==> src/rtl/dbus_sequencer.sv <==
// Data-bus access sequencer: one outstanding load/store, byte-lane alignment, timeout.
// Optional DBUS_MISALIGN_CHECK_EN rejects misaligned accesses without touching the bus.
package dbus_pkg;
  typedef enum logic [2:0] {
    MSIZE1 = 3'd0,
    MSIZE2 = 3'd1,
    MSIZE4 = 3'd2,
    MSIZE8 = 3'd3
  } msize_t;

  typedef struct packed {
    logic        valid;
    logic [63:0] addr;
    msize_t      size;
    logic [7:0]  strobe;
    logic [63:0] data;
  } dbus_req_t;

  typedef struct packed {
    logic        addr_ok;
    logic        data_ok;
    logic [63:0] data;
  } dbus_resp_t;
endpackage

module dbus_sequencer
  import dbus_pkg::*;
#(
  parameter int unsigned TIMEOUT_CYCLES = 1024
) (
  input  logic        clk,
  input  logic        reset,
  input  logic        req_valid,
  input  logic        req_write,
  input  logic [63:0] req_addr,
  input  msize_t      req_size,
  input  logic        req_signed,
  input  logic [63:0] req_wdata,
  input  logic        flush,
  output logic        stall,
  output logic        resp_valid,
  output logic [63:0] resp_rdata,
  output logic        resp_err,
  output dbus_req_t   dreq,
  input  dbus_resp_t  dresp
);

  localparam int unsigned CW =
    (TIMEOUT_CYCLES > 1) ? $clog2(TIMEOUT_CYCLES) : 1;

  typedef enum logic [1:0] {
    IDLE = 2'd0,
    WAIT = 2'd1,
    DONE = 2'd2
  } state_t;

  state_t        state_q;
  logic          write_q;
  logic [63:0]   addr_q;
  msize_t        size_q;
  logic          signed_q;
  logic [63:0]   wdata_q;
  logic          killed_q;
  logic [CW-1:0] cnt_q;
  logic [63:0]   rdata_q;
  logic          err_q;

  logic [5:0]  shamt;
  logic [7:0]  bmask;
  logic [63:0] x;
  logic [63:0] ext;
  logic [63:0] ld_data;
  logic        to_hit;
  logic        unused_addr_ok;

  assign unused_addr_ok = dresp.addr_ok;
  assign shamt = {addr_q[2:0], 3'b000};

  always_comb begin
    bmask = 8'h00;
    unique case (size_q)
      MSIZE1:  bmask = 8'h01;
      MSIZE2:  bmask = 8'h03;
      MSIZE4:  bmask = 8'h0f;
      MSIZE8:  bmask = 8'hff;
      default: bmask = 8'h00;
    endcase
  end

  // Bus request is a pure function of latched state, so it is constant in WAIT.
  always_comb begin
    dreq = '0;
    if (state_q == WAIT) begin
      dreq.valid = 1'b1;
      dreq.addr  = addr_q;
      dreq.size  = size_q;
      if (write_q) begin
        dreq.strobe = bmask << addr_q[2:0];
        dreq.data   = wdata_q << shamt;
      end
    end
  end

  always_comb begin
    x   = dresp.data >> shamt;
    ext = x;
    unique case (size_q)
      MSIZE1:  ext = {{56{signed_q & x[7]}}, x[7:0]};
      MSIZE2:  ext = {{48{signed_q & x[15]}}, x[15:0]};
      MSIZE4:  ext = {{32{signed_q & x[31]}}, x[31:0]};
      default: ext = x;
    endcase
    ld_data = write_q ? 64'd0 : ext;
  end

  assign to_hit = (TIMEOUT_CYCLES != 0) &&
                  (cnt_q == CW'(TIMEOUT_CYCLES - 1));

`ifdef DBUS_MISALIGN_CHECK_EN
  logic mis;
  always_comb begin
    mis = 1'b0;
    unique case (req_size)
      MSIZE2:  mis = req_addr[0];
      MSIZE4:  mis = |req_addr[1:0];
      MSIZE8:  mis = |req_addr[2:0];
      default: mis = 1'b0;
    endcase
  end
`endif

  always_ff @(posedge clk or negedge reset) begin
    if (!reset) begin
      state_q  <= IDLE;
      write_q  <= 1'b0;
      addr_q   <= '0;
      size_q   <= MSIZE1;
      signed_q <= 1'b0;
      wdata_q  <= '0;
      killed_q <= 1'b0;
      cnt_q    <= '0;
      rdata_q  <= '0;
      err_q    <= 1'b0;
    end else begin
      unique case (state_q)
        IDLE: begin
          killed_q <= 1'b0;
          cnt_q    <= '0;
          if (req_valid && !flush) begin
            write_q  <= req_write;
            addr_q   <= req_addr;
            size_q   <= req_size;
            signed_q <= req_signed;
            wdata_q  <= req_wdata;
`ifdef DBUS_MISALIGN_CHECK_EN
            if (mis) begin
              state_q <= DONE;
              err_q   <= 1'b1;
              rdata_q <= '0;
            end else begin
              state_q <= WAIT;
            end
`else
            state_q <= WAIT;
`endif
          end
        end
        WAIT: begin
          cnt_q <= cnt_q + CW'(1);
          if (flush) killed_q <= 1'b1;
          if (dresp.data_ok) begin
            rdata_q <= ld_data;
            err_q   <= 1'b0;
            state_q <= DONE;
          end else if (to_hit) begin
            rdata_q <= '0;
            err_q   <= 1'b1;
            state_q <= DONE;
          end
        end
        DONE: begin
          killed_q <= 1'b0;
          state_q  <= IDLE;
        end
        default: state_q <= IDLE;
      endcase
    end
  end

  assign stall      = (state_q == IDLE) ? req_valid : (state_q == WAIT);
  assign resp_valid = (state_q == DONE) && !killed_q && !flush;
  assign resp_rdata = rdata_q;
  assign resp_err   = err_q;

endmodule

==> config.mk <==
export PLATFORM = sky130hd
export DESIGN_NAME = dbus_sequencer
export DESIGN_NICKNAME = d
export VERILOG_FILES = /design/src/rtl/dbus_sequencer.sv
export SDC_FILE = /design/constraint.sdc
export NUM_CORES = 1
export LEC_CHECK = 0
export ABC_AREA = 0
export CAP_MARGIN = 30
export CELL_PAD_IN_SITES_DETAIL_PLACEMENT = 1
export CELL_PAD_IN_SITES_GLOBAL_PLACEMENT = 1
export CORE_MARGIN = 5
export CORE_UTILIZATION = 35
export DETAILED_ROUTE_END_ITERATION = 8
export PLACE_DENSITY_LB_ADDON = 0.1
export SKIP_CTS_REPAIR_TIMING = 1
export SLEW_MARGIN = 20
export SYNTH_ARGS = -nofsm -noshare
export SYNTH_HDL_FRONTEND = slang
export SYNTH_SLANG_ARGS = --single-unit
export TNS_END_PERCENT = 1
==> constraint.sdc <==
create_clock -name clk -period 2.85 [get_ports clk]
set_input_delay 0.7125 -clock clk [delete_from_list [all_inputs] [get_ports clk]]
set_output_delay 0.7125 -clock clk [all_outputs]
set_load 0.02 [all_outputs]
# After elaboration in Yosys (flattened, before gate mapping)
# Index checks and enable logic that the tools add are counted.
# word_totals
regBits	211
input_bits	203
output_inout_bits	207
# classes
n_addsub	1
eq_ne	9
n_shift	3
mux	17
n_bitwise	3
reduce_logical	15
# op_table
op	count
$mux 64	3
$pmux 64 s3	1
$mux 140	1
$mux 72	1
$shl 64x6->64	1
$shr 64x6->64	1
$pmux 8 s4	1
$pmux 10 s2	1
$add 10x1->10 const B	1
$eq 10x10->1 const B	1
$reduce_and 2->1	4
$shl 8x3->8	1
$eq 3x2->1 const B	2
$mux 2	3
$reduce_bool 2->1	3
$mux 1	4
$ne 2x2->1 const B	2
$pmux 2 s2	1
$and 1x1->1	3
$eq 3x1->1 const B	1
$logic_and 1x1->1	3
$logic_not 3->1	1
$ne 3x3->1 const B	1
$eq 2x1->1 const B	1
5 further kinds	6

# Depth between registers and ports, before layout
# Gate-level depths: netlist of run 1.
# logic_depth
depth_word	5
ltp_mapped	9
depth_no_buf	6

# Least setup slack after synthesis of run 1
# No wires, ideal clock.
# synth_timing
kind	flip-flop to output port
startpoint	reg state_q[1]
endpoint	out dreq[64] (netlist bit)
t_arrival_ps	2142
slack_ps	-4
stages_incl_launch_ff	8
n_path_buf	3
cell_sequence	dfrtp_1 > clkbuf_1 > nand2b_1 > inv_2 > nand3_1 > clkbuf_1 > clkbuf_1 > nor4_1
# synth_lines
element	line_no	rtl
from (decl)	57	state_t state_q;
from (signal assigned)	134	state_q <= IDLE;
from (signal assigned)	164	state_q <= WAIT;
from (signal assigned)	174	state_q <= DONE;
to (decl)	44	output dbus_req_t dreq,

==> results.sh, run 1 <==
export IMPL_status="finished with violations"
export IMPL_violations="negative setup slack"
export IMPL_hp_class="primary input to async pin"
export IMPL_dr_pass1_iters=5
export IMPL_synth_area_mux_share=0.231
export IMPL_synth_top_family_by_area="multiplexers"
export IMPL_io_pins=410
export IMPL_syn_to_final_growth_pct=53.3
export IMPL_initialDrtViolationCount=513
export IMPL_arrival_ns=2.36
export IMPL_skew_ns=0.0218
export IMPL_clk_path_buf_depth=3
export IMPL_drv_slew=0
export IMPL_synth_simple_area_share=0.136
export IMPL_rsz0062_at_grt="yes"
export IMPL_synth_distinct_cells=54
export IMPL_vias=11100
export IMPL_power_per_cell_area_mw_per_mm2=838
export IMPL_place_gp_congestion=0.844
export IMPL_fill_cells=3666
export IMPL_r2r_slack_ns=0.04
export IMPL_peakVddDrop_v=0.000488
export IMPL_grt_max_degree=66
export IMPL_die_x_um=195
export IMPL_slew_headroom=0.448
export IMPL_synth_xor_area_frac=0.00220
export IMPL_max_freq_mhz=326
export IMPL_worst_pin_slew_ns=0.826
export IMPL_grt_pass1_vias=12100
export IMPL_ant_nets=0
export IMPL_antenna_found_initial=11
export IMPL_worst_path_max_fanout=16
export IMPL_startpoint_type="flip-flop"
export IMPL_grt_usage=0.247
export IMPL_clk_pin_slew_ns=0.06
export IMPL_period_minus_slack_ns=3.07
export IMPL_path_cells="buf_6 -> buf_12 -> mux2i_2 -> nor2_1 -> a21oi_1 -> o22ai_1 -> dlymetal6s2s_1"
export IMPL_ys_seq_area_frac=0.441
export IMPL_p_leak_nw=9.20
export IMPL_syn_nets=1372
export IMPL_grt_overflow=0
export IMPL_design_die_area_mm2=0.0380
export IMPL_ys_async_sr_fraction=1.00
export IMPL_place_inst=2014
export IMPL_endpoint_kind="output pin"
export IMPL_wl_per_cell_um=23.9
export IMPL_place_hpwl_um=37000
export IMPL_finalSetupViolCount=35
export IMPL_drc=0
export IMPL_clock_latency_ns=0.56
export IMPL_core_mm2=0.0336
export IMPL_synth_edf_count=0
export IMPL_grt_pass1_wl_um=74000
export IMPL_syn_area_mm2=0.0120
export IMPL_cts_tree="done"
export IMPL_drive_gt1_frac=0.274
export IMPL_die_height_um=195
export IMPL_synth_top_cell_by_area="dfrtp_1"
export IMPL_required_ns=2.14
export IMPL_start_util=0.356
export IMPL_htree_levels=1
export IMPL_setup_tns_final_ns=-3.68
export IMPL_cts_buffers=27
export IMPL_syn_inst=1168
export IMPL_seqCellArea_mm2=0.00529
export IMPL_rows=67
export IMPL_holdWs_ns=0.118
export IMPL_syn_area_per_cell_um2=10.2
export IMPL_synth_flop_cell="dfrtp_1"
export IMPL_synth_compound_area_frac=0.151
export IMPL_critPathKind="flip-flop to output pin"
export IMPL_drv_cap=0
export IMPL_worst_slack_ns=-0.218
export IMPL_finalNonFillerCells=2073
export IMPL_synth_area_leaders="dfrtp_1 (44%), mux2_2 (16%), mux2i_1 (6.3%), and2_1 (4.1%), nor2_1 (3.2%)"
export IMPL_synth_fa_ha_area_frac=0.00105
export IMPL_min_period_over_period=1.08
export IMPL_cp_slowest_cell="dfrtp_4"
export IMPL_slowest_delay_ns=0.54
export IMPL_wl_um=49500
export IMPL_synth_top_area_frac=0.441
export IMPL_vias_per_cell=5.33
export IMPL_cts_root_buffer="clkbuf_16"
export IMPL_hold_viol_final=0
export IMPL_ys_ff_latch=211
export IMPL_post_place_ws_ns=-0.138
export IMPL_fin_nets=1803
export IMPL_io_buffer_count=408
export IMPL_yosysWarnings=0
export IMPL_multi_input_area_mm2=0.00641
export IMPL_clock_sinks=211
==> worst max-delay path, delay by kind of cell, from the launching register on <==
kind,cells,cell delay [ns]
multiplexers,1,0.33
AND/OR/NAND/NOR,1,0.07
AO/OA/AOI/OAI,2,0.28
buffers and inverters,3,0.58
flip-flops,1,0.54
==> flip-flops by register name, summed over array words and instances (netlist names) <==
| name | count |
|---|---|
| resp_err | 1 |
| resp_rdata | 64 |
| write_q | 1 |
| cnt_q | 10 |
| wdata_q | 64 |
| signed_q | 1 |
| state_q | 2 |
| addr_q | 64 |
| killed_q | 1 |
| size_q | 3 |
==> layout make-up <==
type / instances / share of cell area
Multi-Input combinational cell: 851 / 0.350
Sequential cell: 211 / 0.288
Timing Repair Buffer: 501 / 0.277
Clock buffer: 36 / 0.0420
Tap cell: 448 / 0.0306
Clock inverter: 14 / 0.00982
Inverter: 7 / 0.00171
Antenna cell: 5 / 0.000682
==> placed cells by master, fill, tap and decap left out, types with 56 or more instances in the layout <==
| cell type | n |
|---|---|
| clkdlybuf4s50_1 | 268 |
| dfrtp_1 | 208 |
| mux2_2 | 173 |
| nor2_1 | 97 |
| buf_4 | 91 |
| dlymetal6s2s_1 | 89 |
| nand2_1 | 87 |
| and2_1 | 79 |
| mux2i_1 | 65 |
| a21oi_1 | 56 |
==> power breakdown <==
group,internal (mW),total [mW],switching [mW]
clock,2.25,3.68,1.42
combinational,3.39,7.02,3.63
sequential,3.95,4.68,0.730
==> cells in the mapped netlist, drive strengths merged (6+ instances only) <==
master  instances
a22o           14
o211ai         14
nand3          23
a21oi          60
o22ai          27
and3           10
o22a            8
mux2          176
buf            27
clkbuf         72
nor2          102
and2           79
dfrtp         211
a32o            8
o31ai           7
nor2b           6
o21a            7
o31a            8
a211o           9
a221o          14
o21ai          66
nor3           18
mux2i          75
nand2          87
==> through the flow <==
step | utilization | cell area, um^2 | power (mW)
global route | 0.546 | 18300 | 16.2
CTS | 0.536 | 18000 | 15.4
detailed placement | 0.508 | 17100 | 11.6
global placement | 0.508 | 17100 | 11.5
finish | 0.546 | 18300 | 15.4
floorplan | - | 12000 | 8.36
==> routing by layer <==
metal | GRT usage | vias to the layer above | part of all wire
met1 | 0.280 | 5589 | 0.37
met3 | 0.0727 | 74 | 0.070
met4 | 0.0703 | 14 | 0.024
met2 | 0.452 | 313 | 0.53
met5 | 0 | - | 0.0017
li1 | - | 5069 | -
==> cells by family (layout without fill, tap and decap cells) <==
family / Yosys count / after routing
flip-flops: 211 / 211
XOR/XNOR: 3 / 3
multiplexers: 252 / 252
AND/OR/NAND/NOR: 340 / 340
AO/OA/AOI/OAI: 255 / 255
buffers and inverters: 106 / 558
adder cells (fa/ha/maj): 1 / 1
other: 0 / 5
==> worst paths after layout <==
path,from,depth (start not counted),to
max,addr_q[0],7,dreq[61]
min,reset,1,cnt_q[7]
max reg2reg,addr_q[0],8,resp_rdata[63]
min reg2reg,resp_rdata[49],2,resp_rdata[49]
max in group asynchronous,reset,2,resp_rdata[24]
min in group clk,resp_rdata[49],2,resp_rdata[49]
No activity file was read; power rests on OpenSTA's default activity.
==> run 2, diff against run 1 <==
--- a/config.mk
+++ b/config.mk
@@ -6,7 +6,6 @@
 export NUM_CORES = 1
 export LEC_CHECK = 0
 export ABC_AREA = 0
-export CAP_MARGIN = 30
 export CELL_PAD_IN_SITES_DETAIL_PLACEMENT = 1
 export CELL_PAD_IN_SITES_GLOBAL_PLACEMENT = 1
 export CORE_MARGIN = 5
==> results of run 2 <==
No change in the layout: final DEF, timing and power equal those of run 1.
